===== config.mk =====
export PLATFORM = sky130hd
export DESIGN_NAME = div_ctrl_flat
export DESIGN_NICKNAME = d
export VERILOG_FILES = /design/src/rtl/div_ctrl_if.sv /design/src/rtl/div_ctrl.sv /design/src/flat_wrapper.sv
export SDC_FILE = /design/constraint.sdc
export NUM_CORES = 1
export LEC_CHECK = 0
export CELL_PAD_IN_SITES_DETAIL_PLACEMENT = 1
export CELL_PAD_IN_SITES_GLOBAL_PLACEMENT = 1
export CORE_ASPECT_RATIO = 1.25
export CORE_UTILIZATION = 42
export CTS_CLUSTER_SIZE = 8
export DETAILED_ROUTE_END_ITERATION = 8
export GPL_ROUTABILITY_DRIVEN = 0
export PLACE_DENSITY_LB_ADDON = 0.3
export SETUP_SLACK_MARGIN = 0.1
export SYNTH_ARGS = -nofsm -noshare
export SYNTH_HDL_FRONTEND = slang
export SYNTH_SLANG_ARGS = --single-unit

===== constraint.sdc =====
create_clock -name clk -period 5.35 [get_ports clk]
set_clock_uncertainty 0.2 [all_clocks]
set_input_delay 1.07 -clock clk [delete_from_list [all_inputs] [get_ports clk]]
set_output_delay 1.07 -clock clk [all_outputs]
set_load 0.01 [all_outputs]

===== src/rtl/div_ctrl_if.sv =====
// rtl/div_ctrl_if.sv - EX-stage divide request/result bundle
interface div_ctrl_if #(parameter int DATA_W = 32);
    logic              es_valid;
    logic              div_req;
    logic              div_signed;
    logic [DATA_W-1:0] div_src1;
    logic [DATA_W-1:0] div_src2;
    logic              es_flush;
    logic              es_out_allowin;
    logic              div_stop;
    logic              div_done;
    logic [DATA_W-1:0] div_quot;
    logic [DATA_W-1:0] div_rem;

    modport master (
        output es_valid, div_req, div_signed, div_src1, div_src2, es_flush, es_out_allowin,
        input  div_stop, div_done, div_quot, div_rem
    );

    modport slave (
        input  es_valid, div_req, div_signed, div_src1, div_src2, es_flush, es_out_allowin,
        output div_stop, div_done, div_quot, div_rem
    );
endinterface


===== src/rtl/div_ctrl.sv =====
// rtl/div_ctrl.sv - multi-cycle restoring divider with EX-stage stall control
module div_ctrl #(
    parameter int DATA_W = 32
) (
    input  logic       clk,
    input  logic       resetn,
    div_ctrl_if.slave  bus
);
    localparam int CNT_W = (DATA_W > 1) ? $clog2(DATA_W) : 1;
    localparam logic [CNT_W-1:0] LAST = CNT_W'(DATA_W - 1);

    typedef enum logic [1:0] {IDLE, CALC, DONE} state_t;

    state_t            state;
    logic [CNT_W-1:0]  cnt;
    logic [DATA_W-1:0] dvd;
    logic [DATA_W-1:0] dvs;
    logic [DATA_W-1:0] rem;
    logic              q_neg;
    logic              r_neg;
    logic              done_q;
    logic [DATA_W-1:0] quot_q;
    logic [DATA_W-1:0] rem_q;

    logic              go;
    logic              neg1;
    logic              neg2;
    logic [DATA_W-1:0] abs1;
    logic [DATA_W-1:0] abs2;
    logic [DATA_W:0]   part;
    logic [DATA_W:0]   diff;
    logic              q_bit;
    logic [DATA_W-1:0] q_next;
    logic [DATA_W-1:0] r_next;

    assign go           = bus.es_valid & bus.div_req & ~bus.es_flush;
    assign bus.div_stop = ((state == IDLE) & go) | ((state == CALC) & ~bus.es_flush);
    assign bus.div_done = done_q;
    assign bus.div_quot = quot_q;
    assign bus.div_rem  = rem_q;

    always_comb begin
        neg1 = bus.div_signed & bus.div_src1[DATA_W-1];
        neg2 = bus.div_signed & bus.div_src2[DATA_W-1];
        abs1 = neg1 ? -bus.div_src1 : bus.div_src1;
        abs2 = neg2 ? -bus.div_src2 : bus.div_src2;
    end

    // dvd shifts the dividend out of its MSB while quotient bits enter at the LSB.
    always_comb begin
        part   = {rem, dvd[DATA_W-1]};
        diff   = part - {1'b0, dvs};
        q_bit  = (part >= {1'b0, dvs});
        r_next = q_bit ? diff[DATA_W-1:0] : part[DATA_W-1:0];
        q_next = {dvd[DATA_W-2:0], q_bit};
    end

    always_ff @(posedge clk) begin
        if (!resetn) begin
            state  <= IDLE;
            cnt    <= '0;
            dvd    <= '0;
            dvs    <= '0;
            rem    <= '0;
            q_neg  <= 1'b0;
            r_neg  <= 1'b0;
            done_q <= 1'b0;
            quot_q <= '0;
            rem_q  <= '0;
        end else if (bus.es_flush) begin
            state  <= IDLE;
            done_q <= 1'b0;
        end else begin
            case (state)
                IDLE: begin
                    if (go) begin
                        dvd   <= abs1;
                        dvs   <= abs2;
                        rem   <= '0;
                        q_neg <= bus.div_signed & (bus.div_src1[DATA_W-1] ^ bus.div_src2[DATA_W-1]);
                        r_neg <= bus.div_signed & bus.div_src1[DATA_W-1];
                        cnt   <= '0;
                        state <= CALC;
                    end
                end
                CALC: begin
                    dvd <= q_next;
                    rem <= r_next;
                    cnt <= cnt + 1'b1;
                    if (cnt == LAST) begin
                        state  <= DONE;
                        done_q <= 1'b1;
                        quot_q <= q_neg ? -q_next : q_next;
                        rem_q  <= r_neg ? -r_next : r_next;
                    end
                end
                DONE: begin
                    // A still-high div_req here belongs to the retiring instruction.
                    if (bus.es_out_allowin) begin
                        state  <= IDLE;
                        done_q <= 1'b0;
                    end
                end
                default: state <= IDLE;
            endcase
        end
    end
endmodule


===== src/flat_wrapper.sv =====
// flat-port wrapper written by rule: the top's interface ports become plain ports
module div_ctrl_flat 
#(
    parameter int DATA_W = 32
)
  (clk, resetn, bus_es_valid, bus_div_req, bus_div_signed, bus_div_src1, bus_div_src2, bus_es_flush, bus_es_out_allowin, bus_div_stop, bus_div_done, bus_div_quot, bus_div_rem);
  div_ctrl_if #(.DATA_W(DATA_W)) bus_i ();
  input  logic clk;
  input  logic resetn;
  input wire logic [$bits(bus_i.es_valid)-1:0] bus_es_valid;
  input wire logic [$bits(bus_i.div_req)-1:0] bus_div_req;
  input wire logic [$bits(bus_i.div_signed)-1:0] bus_div_signed;
  input wire logic [$bits(bus_i.div_src1)-1:0] bus_div_src1;
  input wire logic [$bits(bus_i.div_src2)-1:0] bus_div_src2;
  input wire logic [$bits(bus_i.es_flush)-1:0] bus_es_flush;
  input wire logic [$bits(bus_i.es_out_allowin)-1:0] bus_es_out_allowin;
  output wire logic [$bits(bus_i.div_stop)-1:0] bus_div_stop;
  output wire logic [$bits(bus_i.div_done)-1:0] bus_div_done;
  output wire logic [$bits(bus_i.div_quot)-1:0] bus_div_quot;
  output wire logic [$bits(bus_i.div_rem)-1:0] bus_div_rem;
  assign bus_i.es_valid = bus_es_valid;
  assign bus_i.div_req = bus_div_req;
  assign bus_i.div_signed = bus_div_signed;
  assign bus_i.div_src1 = bus_div_src1;
  assign bus_i.div_src2 = bus_div_src2;
  assign bus_i.es_flush = bus_es_flush;
  assign bus_i.es_out_allowin = bus_es_out_allowin;
  assign bus_div_stop = bus_i.div_stop;
  assign bus_div_done = bus_i.div_done;
  assign bus_div_quot = bus_i.div_quot;
  assign bus_div_rem = bus_i.div_rem;
  div_ctrl #(.DATA_W(DATA_W)) u_core (.clk(clk), .resetn(resetn), .bus(bus_i));
endmodule

==> impl_metrics.ini, run 1 <==
[worst_setup_path]
critPathRequiredTime_ns = 5.47
cp.arrival_ns = 4.93
worstReg2RegStart = u_core.rem[25]
r2r_cells = 15
crit_fanout = 25
crit_path_end_kind = flop
rrSetupSlack_ns = 0.54
crit_start = u_core.rem[25]
crit_type = flop to flop
cp-start-kind = flop

[clock_network]
cts_tree = yes
clock_latency_ns = 0.44
clockRootBuffer = clkbuf_16
clockBufferDepth = 2
cts_hold_buf = 0
cts_setup_buffers = 0
cts_sinks = 170
cts_made_buffers = 17
clkTransAtPathRegs_ns = 0.08
htree_levels = 4
cts-resized-gates = 0

[drt]
num_vias = 12046
drc = 0
viasPerCell = 5.993
wl_um = 40280
antenna_left = 0
first_iter_violations = 439
dr.pass1.iters = 5
routedWlPerCell_um = 20.04

[status]
status = finished, final reports clean

[pwr]
powerDensity_mw_per_mm2 = 260.1
power_frac_seq_pct = 36.8
peakVddDrop_mv = 0.2063
p_clk_share_pct = 35.4
p_sw_share_pct = 36.00
p_leak_nw = 5.123
p_int_mw = 2.298
power_frac_comb_pct = 27.8
switchingPower_mw = 1.293

[finish]
fillerInstances = 3385
antennaDiodeCount = 0
multi_input_area_mm2 = 0.007617
layout_commonest_cell = nor2_1
nets = 1762
regArea_mm2 = 0.003403
utilization_pct = 50.98
drive_gt1_share_pct = 5.345
area_growth_pct = 18.48
layout_common_cells = 244 x nor2_1, 170 x dfxtp_1, 155 x a21oi_1

[global_routing]
grtUsageMet3_pct = 4.697
grt_pass1_wl_um = 64730
grt_pass1_vias = 12545
busiest_layer = met2
grt_util_met1_pct = 28.67
gr-total-overflow = 0
grt_antenna_before_repair = 0
grtUsageMet2_pct = 54.89
grt_usage_pct = 29.19
grt_max_degree = 87

[logic_synthesis]
synth_area_per_cell_um2 = 7.332
synth_flop_cell = dfxtp_1
netlist.area_leader.share_pct = 29.21
ys_ff_latch = 170
async_flop_share_pct = 0
yosysSeqAreaShare_pct = 29.21
synth_area_leaders = dfxtp_1 29%, nor2_1 7.9%, a21oi_1 6.7%
synthCells = 1589
synthesis.nets = 1699
synth_area_mm2 = 0.01165
synth_area_leader_cell = dfxtp_1
synth.distinct_cells = 81
synth-edff-count = 0
ys_warn_count = 0

[timing]
min_period_ns = 4.808
finalCritPeriodShare_pct = 89.87
finalHoldViolations = 0
tightest_slew_ns = 0.9490
max_freq_mhz = 208.0
finalSetupTns_ns = 0
final_max_slew_viol_count = 0
rsz0062_at_grt = false
slew_headroom_pct = 36.73
report.final.setup_viol = 0

[placed_design]
place_hpwl_um = 30500
port_buffers = 136

[min_path]
min_from = u_core.bus.div_quot[7]
holdCritPathClass = flop to flop
hold_path_depth = 2

[floorplan]
die_x_um = 151.0
die_area_mm2 = 0.02841
rows = 67
core_area_mm2 = 0.02708
num_io_pins = 137
die-height_um = 188.2
start_util_pct = 43.03

[job]
max-cap-violations = 0
==> power groups by stage <==
stage | Clock, mW | Combinational (mW) | Sequential (mW)
after floorplan | 0 | 0.693 | 1.33
after global placement | 0 | 0.962 | 1.35
after detailed placement | 0 | 0.984 | 1.35
after CTS | 1.29 | 0.993 | 1.32
after global routing | 1.34 | 1.08 | 1.32
final | 1.27 | 0.999 | 1.32
==> cell usage after synthesis, drive strengths merged (6+ instances only) <==
master,n
o211ai,8
nand3,44
nor4,11
or3,23
a21oi,157
or2,8
and3,15
ha,38
o21ai,71
nor3,43
o41ai,15
and2,13
clkbuf,95
a311oi,8
nor2,246
o21a,15
xor2,60
nand4,15
or4,12
o31ai,19
buf,17
nor2b,6
nand2,149
dfxtp,170
mux2i,25
nand2b,7
inv,57
a211oi,84
xnor2,60
a31oi,34
==> through the flow <==
step / total power, mW / instances / setup slack, ns / area [um2] / hold slack (ns)
after global placement: 2.312 / 1978 / 0.7871 / 13210 / 0.2411
after detailed placement: 2.335 / 1978 / 0.6195 / 13210 / 0.2480
final: 3.590 / 2010 / 0.5417 / 13800 / 0.2555
after CTS: 3.600 / 2010 / 0.5798 / 13800 / 0.2589
after global routing: 3.751 / 2010 / 0.1734 / 13800 / 0.2760
after floorplan: 2.028 / 1589 / 0.8650 / 11650 / 0.2319
==> path summary, 6_finish.rpt <==
kind                            end
max          u_core.bus.div_rem[26]
min reg2reg  u_core.bus.div_quot[7]
min          u_core.bus.div_quot[7]
max reg2reg  u_core.bus.div_rem[26]
==> registers in the layout (all words and copies together) (netlist names) <==
register / cells
u_core.state: 2
u_core.bus.div_done: 1
u_core.dvd: 32
u_core.dvs: 32
u_core.cnt: 5
u_core.bus.div_quot: 32
u_core.r_neg: 1
u_core.rem: 32
u_core.bus.div_rem: 32
u_core.q_neg: 1
==> routing by layer <==
metal	vias to the layer above	part of all wire (%)
li1	5780	-
met3	149	3.0
met5	-	0
met4	0	6.9
met1	5844	36
met2	273	54
==> worst max-delay path, cell delays in order, from the launching register on <==
cell,delay (ns)
dfxtp_1,0.36
ha_1,0.55
nand4_1,0.28
nor4_1,0.44
nand2_1,0.15
a31o_4,0.27
nand2_4,0.19
buf_4,0.35
mux2i_1,0.34
ha_1,0.27
o21ai_1,0.19
a211oi_4,0.32
nand4b_1,0.18
nor3_1,0.25
mux2i_1,0.23
o311ai_1,0.11
==> cell type report <==
class,instances,area share [%]
inverters,57,1.568
clock inverters,15,1.260
well taps,345,3.127
repair buffers,156,11.13
flip-flops and latches,170,24.65
clock buffers,17,3.082
multi-input cells,1250,55.18
==> cell families (layout without fill, tap and decap cells) <==
| group | after synthesis | after routing | synth area share (%) |
|---|---|---|---|
| compound gates | 449 | 449 | 25.04 |
| xor+xnor | 120 | 120 | 9.021 |
| fa+ha+maj | 39 | 39 | 4.253 |
| buf+inv | 169 | 245 | 5.616 |
| flops | 170 | 170 | 29.21 |
| mux | 28 | 28 | 2.470 |
| simple gates | 614 | 614 | 24.39 |
No activity file was read; power rests on OpenSTA's default activity.
==> run 2, diff against run 1 <==
--- a/config.mk
+++ b/config.mk
@@ -8,7 +8,7 @@
 export CELL_PAD_IN_SITES_DETAIL_PLACEMENT = 1
 export CELL_PAD_IN_SITES_GLOBAL_PLACEMENT = 1
 export CORE_ASPECT_RATIO = 1.25
-export CORE_UTILIZATION = 42
+export CORE_UTILIZATION = 38
 export CTS_CLUSTER_SIZE = 8
 export DETAILED_ROUTE_END_ITERATION = 8
 export GPL_ROUTABILITY_DRIVEN = 0
==> constraint.sdc (replaced) <==
create_clock -name clk -period 4.4 [get_ports clk]
set_clock_uncertainty 0.2 [all_clocks]
set_input_delay 0.88 -clock clk [delete_from_list [all_inputs] [get_ports clk]]
set_output_delay 0.88 -clock clk [all_outputs]
set_load 0.01 [all_outputs]
==> run 2 against run 1 <==
Via count rose by 2.0%. Sequential power rose by 22%. Fmax rose by 14%. Clock-buffer cell count did not move. Final area increased by 5.6%. Global-route usage down 2.5 points. Critical path type unchanged. Final cell count increased by 5.5%.
==> impl_metrics.ini, run 2 (synthesis gave the netlist of run 1 again) <==
[floorplan]
num_io_pins = 137
die_area_mm2 = 0.03137
rows = 71
die-height_um = 197.8
start_util_pct = 38.69
die_x_um = 158.6
core_area_mm2 = 0.03012

[timing]
tightest_slew_ns = 0.8134
finalHoldViolations = 0
slew_headroom_pct = 45.01
finalSetupTns_ns = 0
final_max_slew_viol_count = 0
report.final.setup_viol = 0
max_freq_mhz = 237.8
finalCritPeriodShare_pct = 95.59
rsz0062_at_grt = false
min_period_ns = 4.206

[worst_setup_path]
critPathTopFamily = simple AND/OR/NAND/NOR gates
cp.arrival_ns = 4.33
path_buf_inv = 2
critPathRequiredTime_ns = 4.52
crit_fanout = 6
crit_path_top_delay_cell = or4_4
max_stage_delay_ns = 0.57
crit_path_end_kind = flop
crit_type = flop to flop
cp-start-kind = flop
crit_chain = ha_1, nand4_1, nor4b_2, a31oi_1, o211a_2, nand2_8, inv_2, or4_4, a211oi_4, buf_4, nand4b_4, o41ai_2, xor2_1, o21ai_1

[finish]
drive_gt1_share_pct = 10.52
layout_common_cells = 243 x nor2_1, 168 x dfxtp_1, 155 x a21oi_1
nets = 1817
area_growth_pct = 25.13
layout_commonest_cell = nor2_1
antennaDiodeCount = 0

[pwr]
p_leak_nw = 5.429
powerDensity_mw_per_mm2 = 313.2
finalPower_mw = 4.566
p_sw_share_pct = 36.13
p_clk_share_pct = 34.3
peakVddDrop_mv = 0.2504
p_int_mw = 2.916
power_frac_seq_pct = 35.2
power_frac_comb_pct = 30.5
switchingPower_mw = 1.650

[clock_network]
cts_made_buffers = 17
clock_latency_ns = 0.45
htree_levels = 4
cts_sinks = 170
clockRootBuffer = clkbuf_16
cts_tree = yes
clkTransAtPathRegs_ns = 0.08
clockBufferDepth = 2

[drt]
num_vias = 12282
viasPerCell = 5.791
routedWlPerCell_um = 19.64
antenna_left = 0
wl_um = 41650
drc = 0
dr.pass1.iters = 4
first_iter_violations = 519

[min_path]
holdCritPathClass = flop to flop

[global_routing]
grt_pass1_wl_um = 64490
grt_usage_pct = 26.71
gr-total-overflow = 0
grt_antenna_before_repair = 0
grt_pass1_vias = 12586
grt_max_degree = 79

[status]
status = finished, final reports clean

[job]
max-cap-violations = 0

[placed_design]
place_hpwl_um = 31170
port_buffers = 136
run 2: final cells by class:
type	instances	area, um2
repair buffers	211	1992
flip-flops and latches	170	3406
inverters	57	216.5
fillers	3690	15540
clock inverters	15	186.4
well taps	401	501.7
clock buffers	17	425.4
multi-input cells	1250	7851
run 2: path summary, 6_finish.rpt:
kind,start,endpoint,slack [ns],cells past startpoint
min,u_core.dvs[31],u_core.dvs[31],0.26,2
max,u_core.rem[1],u_core.bus.div_rem[30],0.19,14
min reg2reg,u_core.dvs[31],u_core.dvs[31],0.26,2
max reg2reg,u_core.rem[1],u_core.bus.div_rem[30],0.19,14
run 2: power by group through the flow:
stage          combinational [mW]  clock [mW]  sequential [mW]
2_1_floorplan               0.847           0             1.62
3_3_place_gp                 1.23           0             1.64
3_5_place_dp                 1.25           0             1.64
4_1_cts                      1.28        1.60             1.60
5_1_grt                      1.50        1.66             1.61
6_report                     1.39        1.57             1.61
run 2: repair_timing:
item,in CTS,in global routing
setup buffers,1,14
setup endpoints to repair,1,21
cloned,0,1
hold buffers,0,0
pin swaps,1,13
resized for setup,2,47
run 2: worst register-to-register path: stages (launching register included):
cell and delay, ns:
dfxtp_1 0.38, ha_1 0.47, nand4_1 0.22, nor4b_2 0.33, a31oi_1 0.16, o211a_2 0.34
nand2_8 0.13, inv_2 0.09, or4_4 0.57, a211oi_4 0.30, buf_4 0.17, nand4b_4 0.15
o41ai_2 0.34, xor2_1 0.18, o21ai_1 0.07
run 2: through the flow:
stage	setup slack [ns]	util (%)	hold WS, ns	cell area [um2]	std cells
final	0.1942	48.41	0.2567	14580	2121
after global routing	0.03035	48.41	0.2794	14580	2121
after CTS	0.1003	47.18	0.2601	14210	2106
after detailed placement	0.05831	45.11	0.2481	13580	2073
after global placement	0.1882	45.11	0.2455	13580	2073
after floorplan	0.08981	-	0.2319	11660	1589
run 2: metal layers:
metal  part of all wire [%]  vias up  wire length [um]  global-route usage (%)
met4                    6.9        0              2873                   18.48
met3                    2.7      154              1143                   3.611
met5                      0        -                 0                       0
met2                     54      299             22560                   51.58
met1                     36     5921             15080                   25.60
li1                       -     5908                 -                       -
==> run 3, diff against run 2 <==
--- a/config.mk
+++ b/config.mk
@@ -8,7 +8,8 @@
 export CELL_PAD_IN_SITES_DETAIL_PLACEMENT = 1
 export CELL_PAD_IN_SITES_GLOBAL_PLACEMENT = 1
 export CORE_ASPECT_RATIO = 1.25
-export CORE_UTILIZATION = 38
+export CORE_UTILIZATION = 39
+export CTS_BUF_LIST = sky130_fd_sc_hd__clkbuf_4
 export CTS_CLUSTER_SIZE = 8
 export DETAILED_ROUTE_END_ITERATION = 8
 export GPL_ROUTABILITY_DRIVEN = 0
==> run 3 against run 2 <==
Global-route usage down 0.15 points. Core utilization down 0.43 points. Critical path type unchanged. Clock power down 37%. Die area down 2.5%. Largest power group unchanged.
==> impl_metrics.ini, run 3 (synthesis gave the netlist of run 1 again) <==
[worst_setup_path]
rr_endpoint = u_core.bus.div_rem[30]
crit_path_end_kind = flop
cp.arrival_ns = 4.48
worstReg2RegStart = u_core.rem[17]
crit_type = flop to flop
crit_fanout = 10
critPathRequiredTime_ns = 4.68
r2r_cells = 13
cp-start-kind = flop
rrSetupSlack_ns = 0.21

[drt]
num_vias = 12168
first_iter_violations = 458
viasPerCell = 5.778
routedWlPerCell_um = 19.15
drc = 0
dr.pass1.iters = 4
wl_um = 40320
antenna_left = 0

[floorplan]
die_x_um = 156.6
core_area_mm2 = 0.02934
die-height_um = 195.2
start_util_pct = 39.71
die_area_mm2 = 0.03057
rows = 70
num_io_pins = 137

[global_routing]
grt_util_met1_pct = 26.82
grtUsageMet3_pct = 3.085
grt_pass1_vias = 12264
busiest_layer = met2
grt_usage_pct = 26.56
gr-total-overflow = 0
grt_antenna_before_repair = 2
grt_pass1_wl_um = 63670
grtUsageMet2_pct = 52.08
grt_max_degree = 79

[timing]
setup_slack_ns = 0.2051
min_period_ns = 4.195
rsz0062_at_grt = true
max_freq_mhz = 238.4
final_max_slew_viol_count = 0
finalCritPeriodShare_pct = 95.34
finalHoldViolations = 0
report.final.setup_viol = 0
tightest_slew_ns = 1.068
slew_headroom_pct = 28.82

[min_path]
hold_path_depth = 2
holdCritPathClass = flop to flop
hold_end = u_core.bus.div_rem[27]
min_from = u_core.bus.div_rem[27]

[clock_network]
cts_sinks = 170
clockBufferDepth = 2
cts_tree = yes
clkTransAtPathRegs_ns = 0.17
cts_made_buffers = 17
htree_levels = 4
clock_latency_ns = 0.60
clockRootBuffer = clkbuf_4
cts_hold_buf = 0

[placed_design]
port_buffers = 136
pre_cts_slack_ns = 0.1237
place_hpwl_um = 30690

[pwr]
peakVddDrop_mv = 0.1776
powerDensity_mw_per_mm2 = 279.6
finalPower_mw = 3.936
p_leak_nw = 5.238

[finish]
layout_common_cells = 244 x nor2_1, 169 x dfxtp_1, 155 x a21oi_1
area_growth_pct = 20.83
nets = 1806
drive_gt1_share_pct = 9.011
fillerInstances = 3686
layout_commonest_cell = nor2_1

[status]
status = finished, final reports clean

[job]
max-cap-violations = 0
[run 3: worst max path at each step]
stage	startpoint	endpoint	slack, ns	cells past startpoint
after global placement	u_core.dvs[1]	u_core.bus.div_rem[26]	0.25	13
final	u_core.rem[17]	u_core.bus.div_rem[30]	0.21	13
after detailed placement	u_core.dvs[1]	u_core.bus.div_rem[30]	0.12	13
after global routing	u_core.dvs[20]	u_core.bus.div_rem[30]	-0.01	15
after floorplan	u_core.rem[0]	u_core.bus.div_rem[26]	0.09	18
after CTS	u_core.dvs[1]	u_core.bus.div_rem[30]	0.11	13
[run 3: through the flow]
stage | area, um2 | std cells | setup TNS [ns] | hold slack [ns] | util (%)
floorplan | 11660 | 1589 | 0 | 0.2319 | -
global placement | 13520 | 2062 | 0 | 0.2420 | 46.09
detailed placement | 13520 | 2062 | 0 | 0.2462 | 46.09
CTS | 13840 | 2094 | 0 | 0.2679 | 47.16
global route | 14080 | 2106 | -0.01296 | 0.2766 | 47.98
finish | 14080 | 2106 | 0 | 0.2647 | 47.98
[run 3: final cells by class]
cell class,instances,area [um2],area share (%)
antenna,1,2.502,0.01777
clock buffer,17,127.6,0.9065
sequential,170,3405,24.18
timing repair buffer,200,1867,13.26
multi-input combinational,1250,7779,55.25
inverter,57,216.5,1.538
clock inverter,15,186.4,1.324
tap,396,495.5,3.519
[run 3: worst max-delay path: stages (launching register included)]
cell      delay (ns)
dfxtp_1         0.40
ha_1            0.50
a21oi_1         0.14
o21ai_0         0.52
nand2_1         0.21
o211a_4         0.23
nand2_4         0.12
inv_2           0.08
or4_4           0.56
a211oi_4        0.34
nand4b_4        0.21
o41ai_4         0.28
xor2_1          0.21
o21ai_1         0.08
[run 3: routing by layer]
| metal | vias up | share of wire, % |
|---|---|---|
| met5 | - | 0.030 |
| met4 | 2 | 5.4 |
| met3 | 117 | 2.3 |
| met2 | 244 | 55 |
| met1 | 5918 | 37 |
| li1 | 5887 | - |
[run 3: power breakdown]
part | internal [mW] | switching (mW)
combinational | 0.532 | 0.805
sequential | 1.57 | 0.0383
clock | 0.279 | 0.710
[run 3: repair_timing]
action,CTS,global route
gates resized for setup,0,27
setup buffers,0,11
endpoints found under the setup margin,0,27
